File: config.mk
export PLATFORM = sky130hd
export DESIGN_NAME = arf132b256e1r1w0cbbehcaa4acw_rd_port_flat
export DESIGN_NICKNAME = d
export VERILOG_FILES = /design/src/rtl/arf132b256e1r1w0cbbehcaa4acw_rd_pkg.sv /design/src/rtl/arf132b256e1r1w0cbbehcaa4acw_rd_port_if.sv /design/src/rtl/arf132b256e1r1w0cbbehcaa4acw_rd_rsp_fifo.sv /design/src/rtl/arf132b256e1r1w0cbbehcaa4acw_rd_port.sv /design/src/flat_wrapper.sv
export SDC_FILE = /design/constraint.sdc
export NUM_CORES = 1
export LEC_CHECK = 0
export CORE_MARGIN = 3
export CORE_UTILIZATION = 55
export DETAILED_ROUTE_END_ITERATION = 7
export GPL_ROUTABILITY_DRIVEN = 1
export PLACE_DENSITY = 0.86
export SYNTH_ARGS = -nofsm -noshare
export SYNTH_HDL_FRONTEND = slang
export SYNTH_SLANG_ARGS = --single-unit
export TNS_END_PERCENT = 50
File: constraint.sdc
create_clock -name clk -period 38.6 [get_ports clk]
set_input_delay 5.79 -clock clk [delete_from_list [all_inputs] [get_ports clk]]
set_output_delay 5.79 -clock clk [all_outputs]
set_load 0.005 [all_outputs]
File: src/rtl/arf132b256e1r1w0cbbehcaa4acw_rd_pkg.sv
// Shared constants and types for the 132b x 256 register-file read port.
// The write-bypass option is ARF132B256E1R1W0CBBEHCAA4ACW_RD_WR_BYPASS_EN.
package arf132b256e1r1w0cbbehcaa4acw_rd_pkg;

  localparam int unsigned DWIDTH        = 132;
  localparam int unsigned DEPTH         = 256;
  localparam int unsigned AWIDTH        = $clog2(DEPTH);
  localparam int unsigned RSP_BUF_DEPTH = 3;

  typedef logic [AWIDTH-1:0] addr_t;
  typedef logic [DWIDTH-1:0] data_t;
  typedef logic [1:0]        cnt_t;

endpackage

File: src/rtl/arf132b256e1r1w0cbbehcaa4acw_rd_port_if.sv
// Request, array-read, write-observe and response signals of the read port.
interface arf132b256e1r1w0cbbehcaa4acw_rd_port_if;
  import arf132b256e1r1w0cbbehcaa4acw_rd_pkg::*;

  logic  rd_req_vld;
  logic  rd_req_rdy;
  addr_t rd_req_addr;
  logic  arr_rd_en;
  addr_t arr_rd_addr;
  data_t arr_rd_data;
  logic  wr_en;
  addr_t wr_addr;
  data_t wr_data;
  logic  rd_rsp_vld;
  logic  rd_rsp_rdy;
  data_t rd_rsp_data;

  modport slave (
    input  rd_req_vld, rd_req_addr, arr_rd_data, wr_en, wr_addr, wr_data, rd_rsp_rdy,
    output rd_req_rdy, arr_rd_en, arr_rd_addr, rd_rsp_vld, rd_rsp_data
  );

  modport master (
    output rd_req_vld, rd_req_addr, arr_rd_data, wr_en, wr_addr, wr_data, rd_rsp_rdy,
    input  rd_req_rdy, arr_rd_en, arr_rd_addr, rd_rsp_vld, rd_rsp_data
  );

endinterface

File: src/rtl/arf132b256e1r1w0cbbehcaa4acw_rd_rsp_fifo.sv
// In-order response buffer; entry 0 is always the head so dout is a flop.
module arf132b256e1r1w0cbbehcaa4acw_rd_rsp_fifo
  import arf132b256e1r1w0cbbehcaa4acw_rd_pkg::*;
(
  input  logic  clk,
  input  logic  rst,
  input  logic  push,
  input  logic  pop,
  input  data_t din,
  output data_t dout,
  output cnt_t  occ
);

  data_t mem [RSP_BUF_DEPTH];
  cnt_t  cnt;
  cnt_t  wr_idx;

  // On a simultaneous pop the new entry lands one slot lower, behind the survivors.
  always_comb wr_idx = pop ? (cnt - 2'd1) : cnt;

  always_ff @(posedge clk) begin
    if (rst) begin
      cnt <= '0;
      for (int unsigned i = 0; i < RSP_BUF_DEPTH; i++) mem[i] <= '0;
    end else begin
      if (pop) begin
        for (int unsigned i = 0; i < RSP_BUF_DEPTH - 1; i++) mem[i] <= mem[i+1];
      end
      if (push) mem[wr_idx] <= din;
      cnt <= cnt + 2'(push) - 2'(pop);
    end
  end

  assign dout = mem[0];
  assign occ  = cnt;

endmodule

File: src/rtl/arf132b256e1r1w0cbbehcaa4acw_rd_port.sv
// Read-port controller: accept, one-cycle array read, 3-deep in-order response buffer.
// Define ARF132B256E1R1W0CBBEHCAA4ACW_RD_WR_BYPASS_EN to forward same-cycle write data.
module arf132b256e1r1w0cbbehcaa4acw_rd_port
  import arf132b256e1r1w0cbbehcaa4acw_rd_pkg::*;
(
  input logic clk,
  input logic rst,
  arf132b256e1r1w0cbbehcaa4acw_rd_port_if.slave bus
);

  logic  inflight;
  addr_t rd_addr_q;
  data_t cap_data;
  cnt_t  occ;
  logic  accept;
  logic  pop;

  assign accept = bus.rd_req_vld & bus.rd_req_rdy;
  assign pop    = bus.rd_rsp_vld & bus.rd_rsp_rdy;

  // Space is reserved for the inflight read so a push can never overflow the buffer.
  assign bus.rd_req_rdy = !rst && ((3'(occ) + 3'(inflight)) < 3'(RSP_BUF_DEPTH));
  assign bus.rd_rsp_vld = !rst && (occ != 2'd0);

  always_ff @(posedge clk) begin
    if (rst) begin
      inflight  <= 1'b0;
      rd_addr_q <= '0;
    end else begin
      inflight <= accept;
      if (accept) rd_addr_q <= bus.rd_req_addr;
    end
  end

  assign bus.arr_rd_en   = inflight;
  assign bus.arr_rd_addr = rd_addr_q;

`ifdef ARF132B256E1R1W0CBBEHCAA4ACW_RD_WR_BYPASS_EN
  always_comb begin
    cap_data = bus.arr_rd_data;
    if (bus.wr_en && (bus.wr_addr == rd_addr_q)) cap_data = bus.wr_data;
  end
`else
  always_comb cap_data = bus.arr_rd_data;

  logic unused_wr;
  assign unused_wr = ^{bus.wr_en, bus.wr_addr, bus.wr_data};
`endif

  arf132b256e1r1w0cbbehcaa4acw_rd_rsp_fifo u_rsp_fifo (
    .clk  (clk),
    .rst  (rst),
    .push (inflight),
    .pop  (pop),
    .din  (cap_data),
    .dout (bus.rd_rsp_data),
    .occ  (occ)
  );

endmodule

File: src/flat_wrapper.sv
// flat-port wrapper written by rule: the top's interface ports become plain ports
module arf132b256e1r1w0cbbehcaa4acw_rd_port_flat import arf132b256e1r1w0cbbehcaa4acw_rd_pkg::*;
  (clk, rst, bus_rd_req_vld, bus_rd_req_addr, bus_arr_rd_data, bus_wr_en, bus_wr_addr, bus_wr_data, bus_rd_rsp_rdy, bus_rd_req_rdy, bus_arr_rd_en, bus_arr_rd_addr, bus_rd_rsp_vld, bus_rd_rsp_data);
  arf132b256e1r1w0cbbehcaa4acw_rd_port_if bus_i ();
  input logic clk;
  input logic rst;
  input wire logic [$bits(bus_i.rd_req_vld)-1:0] bus_rd_req_vld;
  input wire logic [$bits(bus_i.rd_req_addr)-1:0] bus_rd_req_addr;
  input wire logic [$bits(bus_i.arr_rd_data)-1:0] bus_arr_rd_data;
  input wire logic [$bits(bus_i.wr_en)-1:0] bus_wr_en;
  input wire logic [$bits(bus_i.wr_addr)-1:0] bus_wr_addr;
  input wire logic [$bits(bus_i.wr_data)-1:0] bus_wr_data;
  input wire logic [$bits(bus_i.rd_rsp_rdy)-1:0] bus_rd_rsp_rdy;
  output wire logic [$bits(bus_i.rd_req_rdy)-1:0] bus_rd_req_rdy;
  output wire logic [$bits(bus_i.arr_rd_en)-1:0] bus_arr_rd_en;
  output wire logic [$bits(bus_i.arr_rd_addr)-1:0] bus_arr_rd_addr;
  output wire logic [$bits(bus_i.rd_rsp_vld)-1:0] bus_rd_rsp_vld;
  output wire logic [$bits(bus_i.rd_rsp_data)-1:0] bus_rd_rsp_data;
  assign bus_i.rd_req_vld = bus_rd_req_vld;
  assign bus_i.rd_req_addr = bus_rd_req_addr;
  assign bus_i.arr_rd_data = bus_arr_rd_data;
  assign bus_i.wr_en = bus_wr_en;
  assign bus_i.wr_addr = bus_wr_addr;
  assign bus_i.wr_data = bus_wr_data;
  assign bus_i.rd_rsp_rdy = bus_rd_rsp_rdy;
  assign bus_rd_req_rdy = bus_i.rd_req_rdy;
  assign bus_arr_rd_en = bus_i.arr_rd_en;
  assign bus_arr_rd_addr = bus_i.arr_rd_addr;
  assign bus_rd_rsp_vld = bus_i.rd_rsp_vld;
  assign bus_rd_rsp_data = bus_i.rd_rsp_data;
  arf132b256e1r1w0cbbehcaa4acw_rd_port u_core (.clk(clk), .rst(rst), .bus(bus_i));
endmodule
## Yosys cells after proc, flatten, opt, wreduce, memory -nomap -nowiden

Memory sizes are Yosys's and may differ from the RTL's.
Cells that the tools add are included.

| word-level totals | value |
|---|---|
| bits in registers | 11 |
| word-level logic and storage cells | 32 |
| input port bits | 285 |
| memory bits (writable) | 396 |
| memories kept | 1 |
| output and inout port bits | 143 |

| cells by class | value |
|---|---|
| bitwise gates (word level) | 4 |
| $add $sub $neg | 4 |
| magnitude comparators | 1 |
| mux-type cells | 14 |
| reductions and logical operators | 5 |

Memory list:

| name | words | width | read ports | clocked after memory_dff | write ports | RTL line | RTL |
|---|---|---|---|---|---|---|---|
| u_core.u_rsp_fifo.mem | 3 | 132 | 3 | 0 | 3 | arf132b256e1r1w0cbbehcaa4acw_rd_rsp_fifo.sv:14 | `data_t mem [RSP_BUF_DEPTH];` |

Operators by type and width:

| operator | count |
|---|---|
| 2-to-1 mux 132 bit | 3 |
| OR reduction 132 bit | 1 |
| 2-to-1 mux 1 bit | 9 |
| 2-to-1 mux 2 bit | 2 |
| adder 2 x 1 -> 3 bit | 1 |
| less-than comparator 3 x 2 -> 1 bit, second input constant | 1 |
| adder 2 x 1 -> 2 bit | 1 |
| AND 1 bit | 2 |
| logical AND 1 bit | 2 |
| bitwise OR 1 bit | 2 |
| nonzero test 2 bit | 1 |
| subtractor 2 x 1 -> 2 bit | 1 |
| subtractor 2 x 1 -> 2 bit, second input constant | 1 |
| logical NOT 1 bit | 1 |

## Longest topological paths before layout

| depth | value |
|---|---|
| depth after elaboration | 7 |
| gate-level depth with buffers | 11 |
| depth with buffers taken out | 8 |

## Cells and area by module

A second synthesis with hierarchy kept.

| second synthesis, totals | value |
|---|---|
| cell total of the unflattened synthesis | 1,228 |
| area, all modules | 17,319.1 µm² |

Modules (own cells, without submodules):

| module | sequential area each (µm²) | area each (µm²) | cells an instance | instances |
|---|---|---|---|---|
| arf132b256e1r1w0cbbehcaa4acw_rd_rsp_fifo | 11,931.4 | 16,839.9 | 1,183 | 1 |
| arf132b256e1r1w0cbbehcaa4acw_rd_port | 180.2 | 479.2 | 45 | 1 |

## Least setup slack after synthesis

OpenSTA, ideal clock, no wires.

| timing | value |
|---|---|
| path kind | input to register |
| start | in bus_rd_rsp_rdy |
| end | mem u_core.u_rsp_fifo.mem[0][0] (netlist bit), enable pin |
| required time | 37.794 ns |
| path buffers | 1 |
| stages | 5 |
| arrival time | 15.873 ns |
| path slack | 21.921 ns |
| library setup time | 0.806 ns |
| cell sequence | nor2b_1 -> xnor2_1 -> nand2_1 -> clkbuf_1 -> o21ai_0 |

RTL lines:

| item | RTL line | RTL |
|---|---|---|
| start, declared | flat_wrapper.sv:13 | `input wire logic [$bits(bus_i.rd_rsp_rdy)-1:0] bus_rd_rsp_rdy;` |
| end, declared | arf132b256e1r1w0cbbehcaa4acw_rd_rsp_fifo.sv:14 |  |

## Worst setup path in the final report

| timing | value |
|---|---|
| start | in rst |
| end | out bus_rd_req_rdy |

| on the way | value |
|---|---|
| word-level cells in the longest chain between the ends | 2 |

Ends and longest elaborated chain:

| item | RTL line | RTL |
|---|---|---|
| start, declared | flat_wrapper.sv:6 | `input logic rst;` |
| logical NOT 1 bit | arf132b256e1r1w0cbbehcaa4acw_rd_port.sv:22 | `assign bus.rd_req_rdy = !rst && ((3'(occ) + 3'(inflight)) < 3'(RSP_BUF_DEPTH));` |
| logical AND 1 bit | arf132b256e1r1w0cbbehcaa4acw_rd_port.sv:22 |  |
| end, declared | flat_wrapper.sv:14 | `output wire logic [$bits(bus_i.rd_req_rdy)-1:0] bus_rd_req_rdy;` |

Every way passes these cells.

==> flow_metrics.py <==
metrics = {
    "outcome": {
        "status": "completed",
    },
    "route": {
        "drtIter0Drc": 1825,
        "drc": 0,
        "drt-pass1-iter-count": 6,
        "route.met2.wl_um": 25100,
        "ant_nets": 0,
        "routedWlPerCell_um": 23.4,
        "vias_per_cell": 6.51,
        "routed_wl_um": 51900,
        "routed.top_layer": "met5",
        "wl_met1_um": 19500,
        "dr_wl_met3_um": 6050,
        "dr_total_vias": 14445,
    },
    "synthesis": {
        "synth_xor_area_share_pct": 0.139,
        "synthAdderAreaFrac_pct": 0.264,
        "yosys.area_share.simple_pct": 6.86,
        "avgSynthCellArea_um2": 12.3,
        "synth.most_common_cell": "edfxtp_1",
        "yosysSeqAreaShare_pct": 63.9,
        "synthTopCellsByCount": "396 x edfxtp_1, 264 x a22oi_1, 142 x nand2_1",
        "synthArstFlopShare_pct": 0,
        "synth_area_leaders": "edfxtp_1 63%, a22oi_1 10%, mux2i_1 7.0%",
        "syn_area_um2": 19000,
        "synth_nets": 1826,
        "synthMuxAreaShare_pct": 7.03,
        "netlist_instances": 1537,
        "yosys_warnings": 0,
        "synth_top_family_by_area": "compound AO/OA/AOI/OAI gates",
        "synth_edf_count": 396,
        "synth_top_cell_area_share_pct": 62.7,
        "synth.distinct_cells": 36,
        "yosysTopAreaCell": "edfxtp_1",
        "synth_compound_area_share_pct": 15.4,
        "ys_ff_latch": 407,
        "ys.flop_type": "edfxtp_1",
    },
    "critical_path": {
        "end_kind": "output pin",
        "arrival_ps": 7800,
        "start_kind": "primary input",
        "crit_fanout": 16,
        "critPathKind": "primary input to output pin",
        "critical_path_required_ps": 32810,
    },
    "run": {
        "cap_violations": 0,
    },
    "place": {
        "dp_hpwl_um": 28300,
        "gp_congestion": 0.757,
        "port_buffers": 286,
        "dp.cells": 2139,
    },
    "sta": {
        "hold_slack_ps": 454,
        "fmax_mhz": 73.6,
        "rsz0062_at_grt": "no",
        "fin_setup_tns_ps": 0,
        "fin_crit_ps": 13590,
        "finalHoldViolCount": 0,
        "worst_slew_pin_slew_ps": 1160,
        "finalCritPeriodShare_pct": 35.2,
        "setup_viol": 0,
        "slew_violations": 0,
        "maxSlewHeadroom_pct": 22.6,
        "skew_ps": 9.46,
    },
    "clock_tree": {
        "cts_sinks": 407,
        "cts-hold-fix-buffers": 0,
        "ctsLongestPathBuffers": 3,
        "post_cts_resized": 0,
        "insertion_delay_ps": 540,
        "cts-htree-levels": 2,
        "root_buffer": "clkbuf_16",
        "clkSlewWorstSetupHoldPaths_ps": 60,
        "numCtsBuffers": 43,
        "postCtsSetupBuffers": 0,
        "cts_tree": "yes",
    },
    "floorplanning": {
        "initial_utilization_pct": 56.1,
        "die_w_um": 192,
        "design.core.area_um2": 33800,
        "die_area_um2": 36700,
        "die_h_um": 192,
        "ioPinCount": 428,
        "rows": 67,
    },
    "layout": {
        "stdcell_count": 2218,
        "final_core_util_pct": 69.0,
        "drive_above_1_share_pct": 5.27,
        "nNetsFinal": 2025,
        "area_growth_pct": 23.0,
    },
    "power_and_ir_drop": {
        "powerDensity_nw_per_um2": 50.0,
        "peakVddDrop_uv": 32.8,
        "p_leak_nw": 8.83,
    },
    "global_routing": {
        "grt_usage_pct": 27.2,
        "grt_pass1_wl_um": 79200,
        "grt_antenna_before_repair": 11,
        "overflow": 0,
        "grt_max_degree": 135,
        "grt_pass1_vias": 14150,
    },
    "worst_hold_path": {
        "hp-class": "register to register",
    },
}
## path summary, 6_finish.rpt
path	depth (start not counted)	slack (ps)	start	to
hold / removal	2	450	u_core.bus.arr_rd_addr[6]	u_core.bus.arr_rd_addr[6]
hold reg to reg	2	450	u_core.bus.arr_rd_addr[6]	u_core.bus.arr_rd_addr[6]
setup / recovery	3	25010	rst	bus_rd_req_rdy
setup reg to reg	8	32850	u_core.u_rsp_fifo.occ[0]	u_core.u_rsp_fifo.mem[0][59]
## cell type report
type                    instances  area, um2
flip-flops and latches        407      12100
fillers                      2319      10500
multi-input cells             845       5730
repair buffers                304       3000
clock buffers                  52       1130
well taps                     448        561
inverters                     135        509
clock inverters                23        279
diodes                          4       10.0
## through the flow
step | power [W] | setup WS (ps) | instance area (um2)
floorplan | 0.000668 | 21920 | 19000
global placement | 0.000748 | 25040 | 21900
detailed placement | 0.000754 | 25010 | 21900
CTS | 0.00117 | 25030 | 23300
global route | 0.00121 | 24860 | 23300
finish | 0.00117 | 25010 | 23300
## layout by cell type (no fill, tap or decap), drive strengths merged, types with 3 or more instances in the layout
cell           count
dfxtp             11
bufinv             6
edfxtp           396
o22ai            132
diode              4
clkinv            15
nor3             132
a21oi              9
clkbuf            52
nand2            142
ha                 4
nand3              9
buf               18
o21ai              3
clkdlybuf4s50    286
inv              137
a22oi            264
mux2i            132
## metal layers
metal,track usage (%),vias up
met5,0,-
met4,7.34,16
met3,6.44,107
met2,43.8,969
met1,37.4,7054
li1,-,6299
## report_power, final
group	internal [W]	switching (W)
clock network	0.000249	0.000170
registers	0.000536	0.0000167
logic	0.0000784	0.000116
total	0.000864	0.000302
## kinds of logic after synthesis
family / after synthesis
AO/OA/AOI/OAI: 413
flip-flops: 407
AND/OR/NAND/NOR: 292
buffers and inverters: 285
multiplexers: 133
adder cells (fa/ha/maj): 4
XOR/XNOR: 3
## flip-flops by register name, summed over array words and instances, names as in the netlist
register and cells:
u_core.u_rsp_fifo.occ 2, u_core.bus.arr_rd_addr 8, u_core.u_rsp_fifo.mem 396, u_core.bus.arr_rd_en 1
## worst max-delay path: stages
cell             delay [ps]
clkdlybuf4s50_1         700
a211oi_2                660
clkdlybuf4s50_1         630
No activity file was read; power rests on OpenSTA's default activity.
